$ cat config.mk
export PLATFORM = sky130hd
export DESIGN_NAME = memory_stage
export DESIGN_NICKNAME = d
export VERILOG_FILES = /design/src/rtl/memory_stage.sv
export SDC_FILE = /design/constraint.sdc
export NUM_CORES = 1
export LEC_CHECK = 0
export CORE_AREA = 2 2 237 239
export DETAILED_ROUTE_END_ITERATION = 7
export DIE_AREA = 0 0 239 241
export PLACE_DENSITY = 0.55
export REMOVE_ABC_BUFFERS = 1
export SYNTH_ARGS = -nofsm -noshare
export SYNTH_HDL_FRONTEND = slang
export SYNTH_SLANG_ARGS = --single-unit
export TNS_END_PERCENT = 1
$ cat constraint.sdc
create_clock -name clk -period 1.97 [get_ports clk]
set_input_delay 0.394 -clock clk [delete_from_list [all_inputs] [get_ports clk]]
set_output_delay 0.394 -clock clk [all_outputs]
set_load 0.05 [all_outputs]
$ cat src/rtl/memory_stage.sv
// LEGv8 memory stage: EX/MEM pipeline register, CBZ resolution, and a
// req/ready data-memory port with a wait-state counter and timeout abort.
//
//   state  | meaning
//   -------+----------------------------------------------------------------
//   IDLE   | no access in flight; stage accepts a new instruction when valid_E
//   ACCESS | memory op in flight; dm_req held, upstream stalled until dm_ready
//          | arrives or the wait counter exhausts WAIT_LIMIT cycles
module memory_stage #(
    parameter int N          = 64,
    parameter int WAIT_LIMIT = 255
) (
    input  logic         clk,
    input  logic         reset,
    input  logic         valid_E,
    input  logic         Branch_E,
    input  logic         MemRead_E,
    input  logic         MemWrite_E,
    input  logic         RegWrite_E,
    input  logic         MemtoReg_E,
    input  logic [4:0]   Rd_E,
    input  logic [N-1:0] aluResult_E,
    input  logic [N-1:0] writeData_E,
    input  logic [N-1:0] PCBranch_E,
    input  logic         zero_E,
    output logic         stall_M,
    output logic         PCSrc_M,
    output logic [N-1:0] PCBranch_M,
    output logic         dm_req,
    output logic         dm_we,
    output logic [N-1:0] dm_addr,
    output logic [N-1:0] dm_wdata,
    input  logic         dm_ready,
    input  logic [N-1:0] dm_rdata,
    output logic         mem_fault,
    output logic         valid_W,
    output logic         RegWrite_W,
    output logic         MemtoReg_W,
    output logic [4:0]   Rd_W,
    output logic [N-1:0] aluResult_W,
    output logic [N-1:0] readData_W
);

    // Counter only has to reach WAIT_LIMIT-1: the abort happens on the edge
    // that would make it WAIT_LIMIT.
    localparam int                CNT_W     = (WAIT_LIMIT < 2) ? 1 : $clog2(WAIT_LIMIT + 1);
    localparam logic [CNT_W-1:0]  LAST_WAIT = CNT_W'(WAIT_LIMIT - 1);

    typedef enum logic {
        IDLE   = 1'b0,
        ACCESS = 1'b1
    } state_t;

    state_t           state;
    state_t           state_nxt;
    logic [CNT_W-1:0] wait_cnt;
    logic [CNT_W-1:0] cnt_nxt;

    logic             accept;
    logic             mem_op_E;
    logic             done;
    logic             timeout;

    // EX/MEM stage registers held for the duration of a memory access
    logic             mem_read_q;
    logic             mem_write_q;
    logic             reg_write_q;
    logic             memto_reg_q;
    logic [4:0]       rd_q;
    logic [N-1:0]     alu_q;
    logic [N-1:0]     wdata_q;

    assign mem_op_E = MemRead_E | MemWrite_E;

    // State register and wait-state counter
    always_ff @(posedge clk) begin
        if (reset) begin
            state    <= IDLE;
            wait_cnt <= '0;
        end else begin
            state    <= state_nxt;
            wait_cnt <= cnt_nxt;
        end
    end

    // Next-state logic, transaction events and Moore handshake outputs
    always_comb begin
        state_nxt = state;
        cnt_nxt   = wait_cnt;
        accept    = 1'b0;
        done      = 1'b0;
        timeout   = 1'b0;
        stall_M   = 1'b0;
        dm_req    = 1'b0;
        dm_we     = 1'b0;
        case (state)
            IDLE: begin
                if (valid_E) begin
                    accept = 1'b1;
                    if (mem_op_E) begin
                        state_nxt = ACCESS;
                        cnt_nxt   = '0;
                    end
                end
            end
            ACCESS: begin
                stall_M = 1'b1;
                dm_req  = 1'b1;
                // Both read and write set is treated as a write
                dm_we   = mem_write_q;
                if (dm_ready) begin
                    done      = 1'b1;
                    state_nxt = IDLE;
                end else if (wait_cnt == LAST_WAIT) begin
                    timeout   = 1'b1;
                    state_nxt = IDLE;
                end else begin
                    cnt_nxt = wait_cnt + CNT_W'(1);
                end
            end
            default: begin
                state_nxt = IDLE;
            end
        endcase
    end

    // Address and write data come straight from the stage registers, which
    // only change on an accept, so they stay stable while dm_req is high.
    assign dm_addr  = alu_q;
    assign dm_wdata = wdata_q;

    // Capture of execute results on accept
    always_ff @(posedge clk) begin
        if (reset) begin
            mem_read_q  <= 1'b0;
            mem_write_q <= 1'b0;
            reg_write_q <= 1'b0;
            memto_reg_q <= 1'b0;
            rd_q        <= '0;
            alu_q       <= '0;
            wdata_q     <= '0;
        end else if (accept) begin
            mem_read_q  <= MemRead_E;
            mem_write_q <= MemWrite_E;
            reg_write_q <= RegWrite_E;
            memto_reg_q <= MemtoReg_E;
            rd_q        <= Rd_E;
            alu_q       <= aluResult_E;
            wdata_q     <= writeData_E;
        end
    end

    // Branch resolution: PCSrc is a single-cycle pulse after the accept edge
    always_ff @(posedge clk) begin
        if (reset) begin
            PCSrc_M    <= 1'b0;
            PCBranch_M <= '0;
        end else begin
            PCSrc_M <= accept & Branch_E & zero_E;
            if (accept) begin
                PCBranch_M <= PCBranch_E;
            end
        end
    end

    // Writeback outputs: valid_W and RegWrite_W pulse, the rest hold between results
    always_ff @(posedge clk) begin
        if (reset) begin
            valid_W     <= 1'b0;
            RegWrite_W  <= 1'b0;
            MemtoReg_W  <= 1'b0;
            Rd_W        <= '0;
            aluResult_W <= '0;
            readData_W  <= '0;
        end else begin
            valid_W    <= 1'b0;
            RegWrite_W <= 1'b0;
            if (accept && !mem_op_E) begin
                valid_W     <= 1'b1;
                RegWrite_W  <= RegWrite_E;
                MemtoReg_W  <= MemtoReg_E;
                Rd_W        <= Rd_E;
                aluResult_W <= aluResult_E;
                readData_W  <= '0;
            end else if (done) begin
                valid_W     <= 1'b1;
                RegWrite_W  <= reg_write_q;
                MemtoReg_W  <= memto_reg_q;
                Rd_W        <= rd_q;
                aluResult_W <= alu_q;
                readData_W  <= (mem_read_q && !mem_write_q) ? dm_rdata : '0;
            end else if (timeout) begin
                // Aborted access still retires so the pipeline drains, but
                // it must not write the register file.
                valid_W     <= 1'b1;
                RegWrite_W  <= 1'b0;
                MemtoReg_W  <= memto_reg_q;
                Rd_W        <= rd_q;
                aluResult_W <= alu_q;
                readData_W  <= '0;
            end
        end
    end

    // Sticky fault flag, cleared only by reset
    always_ff @(posedge clk) begin
        if (reset) begin
            mem_fault <= 1'b0;
        end else if (timeout) begin
            mem_fault <= 1'b1;
        end
    end

endmodule

==> results of run 1 <==
## metrics by stage
| step | hold WS [ps] | setup TNS [ps] |
|---|---|---|
| 2_1_floorplan | 426 | -2646730 |
| 3_3_place_gp | 441 | -5160 |
| 3_5_place_dp | 447 | -7590 |
| 4_1_cts | 143 | 0 |
| 5_1_grt | 149 | -0.535 |
| 6_report | 168 | 0 |
## cell usage after synthesis, types with 2 or more instances
| master | n | area, um^2 |
|---|---|---|
| a211oi_1 | 70 | 526 |
| buf_2 | 30 | 150 |
| nor2_1 | 137 | 514 |
| and4_1 | 2 | 17.5 |
| and2_1 | 2 | 12.5 |
| or3_1 | 2 | 12.5 |
| nand2b_1 | 5 | 31.3 |
| and3_1 | 2 | 12.5 |
| nand3_1 | 2 | 10.0 |
| mux2i_1 | 2 | 20.0 |
| nor2b_1 | 4 | 25.0 |
| a22oi_1 | 65 | 488 |
| buf_6 | 2 | 22.5 |
| dfxtp_1 | 348 | 6970 |
| nor3_1 | 2 | 10.0 |
| inv_1 | 2 | 7.51 |
| clkbuf_1 | 81 | 304 |
| or4_1 | 2 | 15.0 |
| ha_1 | 2 | 25.0 |
| nand2_1 | 478 | 1790 |
| buf_1 | 16 | 60.1 |
| a21boi_1 | 2 | 15.0 |
| o21ai_0 | 3 | 15.0 |
| a21oi_1 | 278 | 1390 |
| o31ai_1 | 3 | 22.5 |
## worst paths after layout
check,start,end,slack [ps],depth (start not counted)
min reg2reg,PCBranch_M[11],PCBranch_M[11],450,2
max reg2reg,wait_cnt[0],wait_cnt[7],120,6
max,dm_addr[19],dm_addr[19],100,1
min,reset,PCBranch_M[36],170,2
## per-layer routing
metal	wire length, um	track usage (%)
met3	4340	5.74
met5	30	0
met2	24200	27.9
met1	19900	18.8
met4	1430	5.83
## cells by family after synthesis
group	Yosys count	share of synthesized area, %
mux	2	0.159
compound gates	425	19.8
flops	348	55.4
fa+ha+maj	2	0.199
simple gates	646	20.1
buf+inv	132	4.39
## cell type report
class	count	share of cell area (%)
antenna	2	0.0243
clock buffer	61	6.04
clock inverter	8	0.491
inverter	2	0.0364
multi-input combinational	1075	24.7
sequential	348	33.8
tap	704	4.27
timing repair buffer	670	30.7
## power by group through the flow
stage | sequential, uW | clock, uW | combinational, uW
floorplan | 8870 | 0 | 731
global placement | 7740 | 0 | 3580
detailed placement | 7760 | 0 | 3610
CTS | 7600 | 7890 | 3470
global route | 7640 | 8190 | 3640
finish | 7600 | 7670 | 3430
## flip-flops by register name, summed over array words and instances (netlist names), 5 cells and up
name / flops
PCBranch_M: 64
wait_cnt: 8
readData_W: 64
aluResult_W: 64
dm_wdata: 64
dm_addr: 64
rd_q: 5
Rd_W: 5
## timing repair
item                       CTS  global route
resized for setup          225             1
hold buffers                 0             0
setup endpoints to repair  225            45
==> metrics.md, run 1 <==
| Metric | Value |
|---|---|
| Status | `finished, final reports clean` |
| CTS clock-pin slew for the worst setup and hold paths | `around 60 ps` |
| Bufs and invs on worst path | `1` |
| Area delta synth->final | `64.1%` |
| Worst-path maximum fanout | `3` |
| Worst slew margin | `63.1%` |
| Leakage | `0.00882 uW` |
| Ratio of cells with drive above 1 in the final layout | `11.5%` |
| Input/output buffers | `603` |
| Die width | `239 um` |
| CP peak stage delay | `around 550 ps` |
| Post-layout nets | `~2400` |
| Vias in the first global route | `12800` |
| First-pass GRT wire length | `between 70 and 80 mm` |
| CTS tree | `built` |
| TritonCTS Buffers | `42` |
| DP Area | `approximately 0.020 mm^2` |
| Yosys warning count | `0` |
| Clock power share | `41.0%` |
| Worst ir drop on vdd | `0.000526 V` |
| RePlAce Congestion | `~0.80` |
| Commonest non-fill, non-tap cell in the layout | `nand2_1` |
| Worst EP required | `1580 ps` |
| Fin. Hold Viols | `0` |
| Seq. cell area | `approximately 0.007 mm^2` |
| Register area share after synthesis | `55.4%` |
| Startpoint types | `register` |
| Final setup fails | `0` |
| Int Pwr | `13200 uW` |
| Maxcap violations | `0` |
| Cells after DPL | `~2800` |
| Clock Skew | `~13 ps` |
| DP HPWL | `36.1 mm` |
| Die ar. | `0.0576 mm^2` |
| Post-DRT Antenna Nets | `0` |
| Commonest non-fill, non-tap cells in the layout | `477 x nand2_1, 346 x dfxtp_1, 278 x a21oi_1` |
| Critical Path AT | `1480 ps` |
| Via count | `13100` |
| Fmax | `between 500 and 600 MHz` |
| Syn_area_per_cell | `8.09 um^2` |
| Worst-margin pin slew | `about 560 ps` |
| Final worst path period share | `95.0%` |
| First DRT Iteration DRCs | `671` |
| Area of the multi-input gates | `0.00509 mm^2` |
| IO Pins | `604` |
| Crit-path cells | `dlygate4sd2_1` |
| Slew Limit Fails | `0` |
| CP max stage cell | `dlygate4sd2_1` |
| Drt pass-1 iters | `5` |
| Final WS setup | `slightly below 100 ps` |
| Fill cell count | `5632` |
| Async set-reset flop share out of synthesis | `0%` |
| Final Util | `37.6%` |
| Netlist cell types | `38` |
| Cell family with most CP delay | `buffers and inverters` |
| Final wirelength | `49.9 mm` |
| CP Class | `register to output port` |
| CP Capture Type | `output port` |
| Initial core utilization | `22.9%` |
| Clock root buffer master | `clkbuf_16` |
| Post CTS Setup Buffer Count | `0` |
| Min-delay worst type | `input pin to register` |
| Std cell rows | `86` |
| DR WL/cell | `17.4 um` |
| Final Non-Filler Cells | `2870` |
| Tmin final | `approximately 1900 ps` |
| H-tree depth | `2` |
| Power Total | `18700 uW` |
| Core Region | `0.0549 mm^2` |
| DRC Markers | `0` |
| Clock buffer depth | `3` |
| Comb power frac | `18.3%` |
| Die Height | `241 um` |
| Power Dens Cells | `906 mW/mm^2` |
| Fin area | `0.0206 mm^2` |
| Largest net degree at the start of global routing | `83` |
| Initial antenna violation count | `4` |
| Mapped Area | `~0.013 mm^2` |
| Sequential share of power | `40.6%` |
| Psw | `5450 uW` |
| Seq cells post-synth | `between 300 and 400` |
| Dpl ws | `-139 ps` |
| Main synth FF type | `dfxtp_1` |
| Synthesized netlist cell count | `between 1500 and 2000` |
| CTS Sinks | `348` |
| Switch share | `about 30%` |
| Number of synthesized flops with an enable pin | `0` |
| Gr ovfl total | `0` |
| Total track usage | `between 15 and 20%` |
| Clk_lat worst skew | `~560 ps` |
| Vias per inst | `4.56` |
Power figures use the tool's default switching activity.
==> run 2: changes to the inputs <==
==> constraint.sdc (replaced) <==
create_clock -name clk -period 1.97 [get_ports clk]
set_input_delay 0.394 -clock clk [delete_from_list [all_inputs] [get_ports clk]]
set_output_delay 0.394 -clock clk [all_outputs]
set_load 0.005 [all_outputs]
==> run 2 against run 1 <==
  * Non-clock buffer count up 7
  * Clock skew down 3.5 ps
  * Utilization up 1.3 points
  * Combinational power down 27%
  * Clock power about the same
  * Critical path type unchanged
  * Worst hold slack worse by 4.7 ps
==> metrics.md, run 2 (synthesized netlist as in run 1, its figures left out) <==
| Metric | Value |
|---|---|
| Status | `finished, final reports clean` |
| Fill cell count | `5562 (-1.2%)` |
| Worst-path maximum fanout | `3 (unchanged)` |
| Startpoint types | `register` |
| Area delta synth->final | `69.7%` |
| CTS clock-pin slew for the worst setup and hold paths | `60 ps (about the same)` |
| Die width | `239 um (unchanged)` |
| Final Non-Filler Cells | `2879 (+0.31%)` |
| Fin Hold WS | `164 ps (-4.69 ps)` |
| CP max stage cell | `clkdlybuf4s50_1` |
| Leakage | `0.00779 uW (-12%)` |
| Crit-path cells | `clkdlybuf4s50_1` |
| Power Dens Cells | `834 mW/mm^2 (-8.0%)` |
| Clock buffer depth | `3 (unchanged)` |
| Hold depth | `2 (unchanged)` |
| DRC Markers | `0 (unchanged)` |
| CP peak stage delay | `560 ps (about the same)` |
| Via count | `13100 (-0.26%)` |
| Critical Path Stages | `1 (unchanged)` |
| Clock root buffer master | `clkbuf_16` |
| Total track usage | `16.4% (+0.059 points)` |
| Fin. Hold Viols | `0 (unchanged)` |
| Initial core utilization | `22.9% (unchanged)` |
| DR WL/cell | `17.4 um (+0.23%)` |
| Die ar. | `0.0576 mm^2 (unchanged)` |
| Clk_lat worst skew | `560 ps (about the same)` |
| IO Pins | `604 (unchanged)` |
| Worst EP required | `1580 ps (about the same)` |
| Drt pass-1 iters | `5 (unchanged)` |
| Reg2Reg Depth | `9 (+3)` |
| Fin area | `0.0213 mm^2 (+3.4%)` |
| Std cell rows | `86 (unchanged)` |
| RSZ-0062 raised after global routing | `no` |
| Ratio of cells with drive above 1 in the final layout | `7.18% (-4.3 points)` |
| Post-DRT Antenna Nets | `0 (unchanged)` |
| First DRT Iteration DRCs | `611 (-8.9%)` |
| Core Region | `0.0549 mm^2 (unchanged)` |
| Cells after DPL | `2802 (+0.11%)` |
| Vias in the first global route | `12800 (+0.44%)` |
| Final setup fails | `0 (unchanged)` |
| Bufs and invs on worst path | `1 (unchanged)` |
| Worst-margin pin slew | `485 ps (-70.6 ps)` |
| CTS Sinks | `348 (unchanged)` |
| Fmax | `528 MHz (-1.1%)` |
| Input/output buffers | `603 (unchanged)` |
| Final worst path period share | `96.1% (+1.1 points)` |
| Maxcap violations | `0 (unchanged)` |
| Commonest non-fill, non-tap cells in the layout | `596 x clkdlybuf4s50_1, 477 x nand2_1, 345 x dfxtp_1` |
| Post-layout nets | `2419 (+0.29%)` |
| Vias per inst | `4.54 (-0.57%)` |
| Worst ir drop on vdd | `0.000536 V (+1.8%)` |
| Tmin final | `1890 ps (+21.5 ps)` |
| Initial antenna violation count | `5 (+1)` |
| Clock Skew | `9.06 ps (-3.55 ps)` |
| CP Class | `register to output port` |
| Largest net degree at the start of global routing | `84 (+1.2%)` |
| Slew Limit Fails | `0 (unchanged)` |
| Cell family with most CP delay | `buffers and inverters` |
| Power Total | `17800 uW (-4.8%)` |
| Critical Path AT | `1500 ps (+20 ps)` |
| Commonest non-fill, non-tap cell in the layout | `clkdlybuf4s50_1` |
| Final wirelength | `50.2 mm (+0.54%)` |
| Hold Buf Count CTS | `0 (unchanged)` |
| First-pass GRT wire length | `74.3 mm (+0.39%)` |
| H-tree depth | `2 (unchanged)` |
| DP HPWL | `36.0 mm (-0.18%)` |
| Min-delay worst type | `input pin to register` |
| Worst slew margin | `67.6% (+4.6 points)` |
| RePlAce Congestion | `0.805 (+0.45%)` |
| TritonCTS Buffers | `42 (unchanged)` |
| Gr ovfl total | `0 (unchanged)` |
| DP Area | `0.0199 mm^2 (+1.7%)` |
| CP Capture Type | `output port` |
| Die Height | `241 um (unchanged)` |
| CTS tree | `built` |
| R2R Setup Slk | `150 ps (+30 ps)` |
-- run 2: cell types whose count changed in the layout (fill, tap and decap cells not counted), sizes merged --
cell	delta
inv	-2
clkdlybuf4s50	+327
clkbuf	+3
dlygate4sd2	-218
clkinv	+4
bufinv	-1
buf	-103
diode	-1
-- run 2: stage by stage --
step	setup TNS [ps]	util (%)	worst slack, ps
3_5_place_dp	-8750	36.2	-159
3_3_place_gp	-5180	36.2	-108
5_1_grt	0	38.9	7.91
4_1_cts	0	38.7	24.6
6_report	0	38.9	76.0
2_1_floorplan	-2492820	-	-10880
-- run 2: power breakdown --
group	switching [uW]	leakage, uW	internal [uW]	total, uW
sequential	213	0.00285	7390	7600
clock	3040	0.000682	4640	7680
combinational	1080	0.00426	1430	2520
total	4330	0.00779	13500	17800
-- run 2: layer usage --
metal	vias to the layer above	wire length, um	track usage [%]
li1	6395	-	-
met1	6127	19700	19.0
met5	-	57	0
met4	8	1200	5.06
met3	80	4460	5.71
met2	455	24800	28.3
-- run 2: path summary, 6_finish.rpt --
kind | from | to
max | dm_addr[22] | dm_addr[22]
min reg2reg | dm_wdata[17] | dm_wdata[17]
max reg2reg | wait_cnt[0] | aluResult_W[25]
min | reset | dm_wdata[10]
-- run 2: timing repair --
item	4_1_cts	5_1_grt
gates cloned	0	1
pin swaps	0	1
endpoints found under the hold margin	0	0
setup endpoints to repair	7	51
buffers inserted	0	3
resized for setup	10	7
-- run 2: cell type report --
cell class | instances | area (um^2) | area share, %
repair buffers | 677 | 7000 | 32.8
clock inverters | 9 | 73.8 | 0.346
well taps | 704 | 881 | 4.13
flip-flops and latches | 348 | 6970 | 32.7
multi-input cells | 1075 | 5110 | 23.9
inverters | 2 | 7.51 | 0.0352
clock buffers | 63 | 1290 | 6.06
diodes | 1 | 2.50 | 0.0117
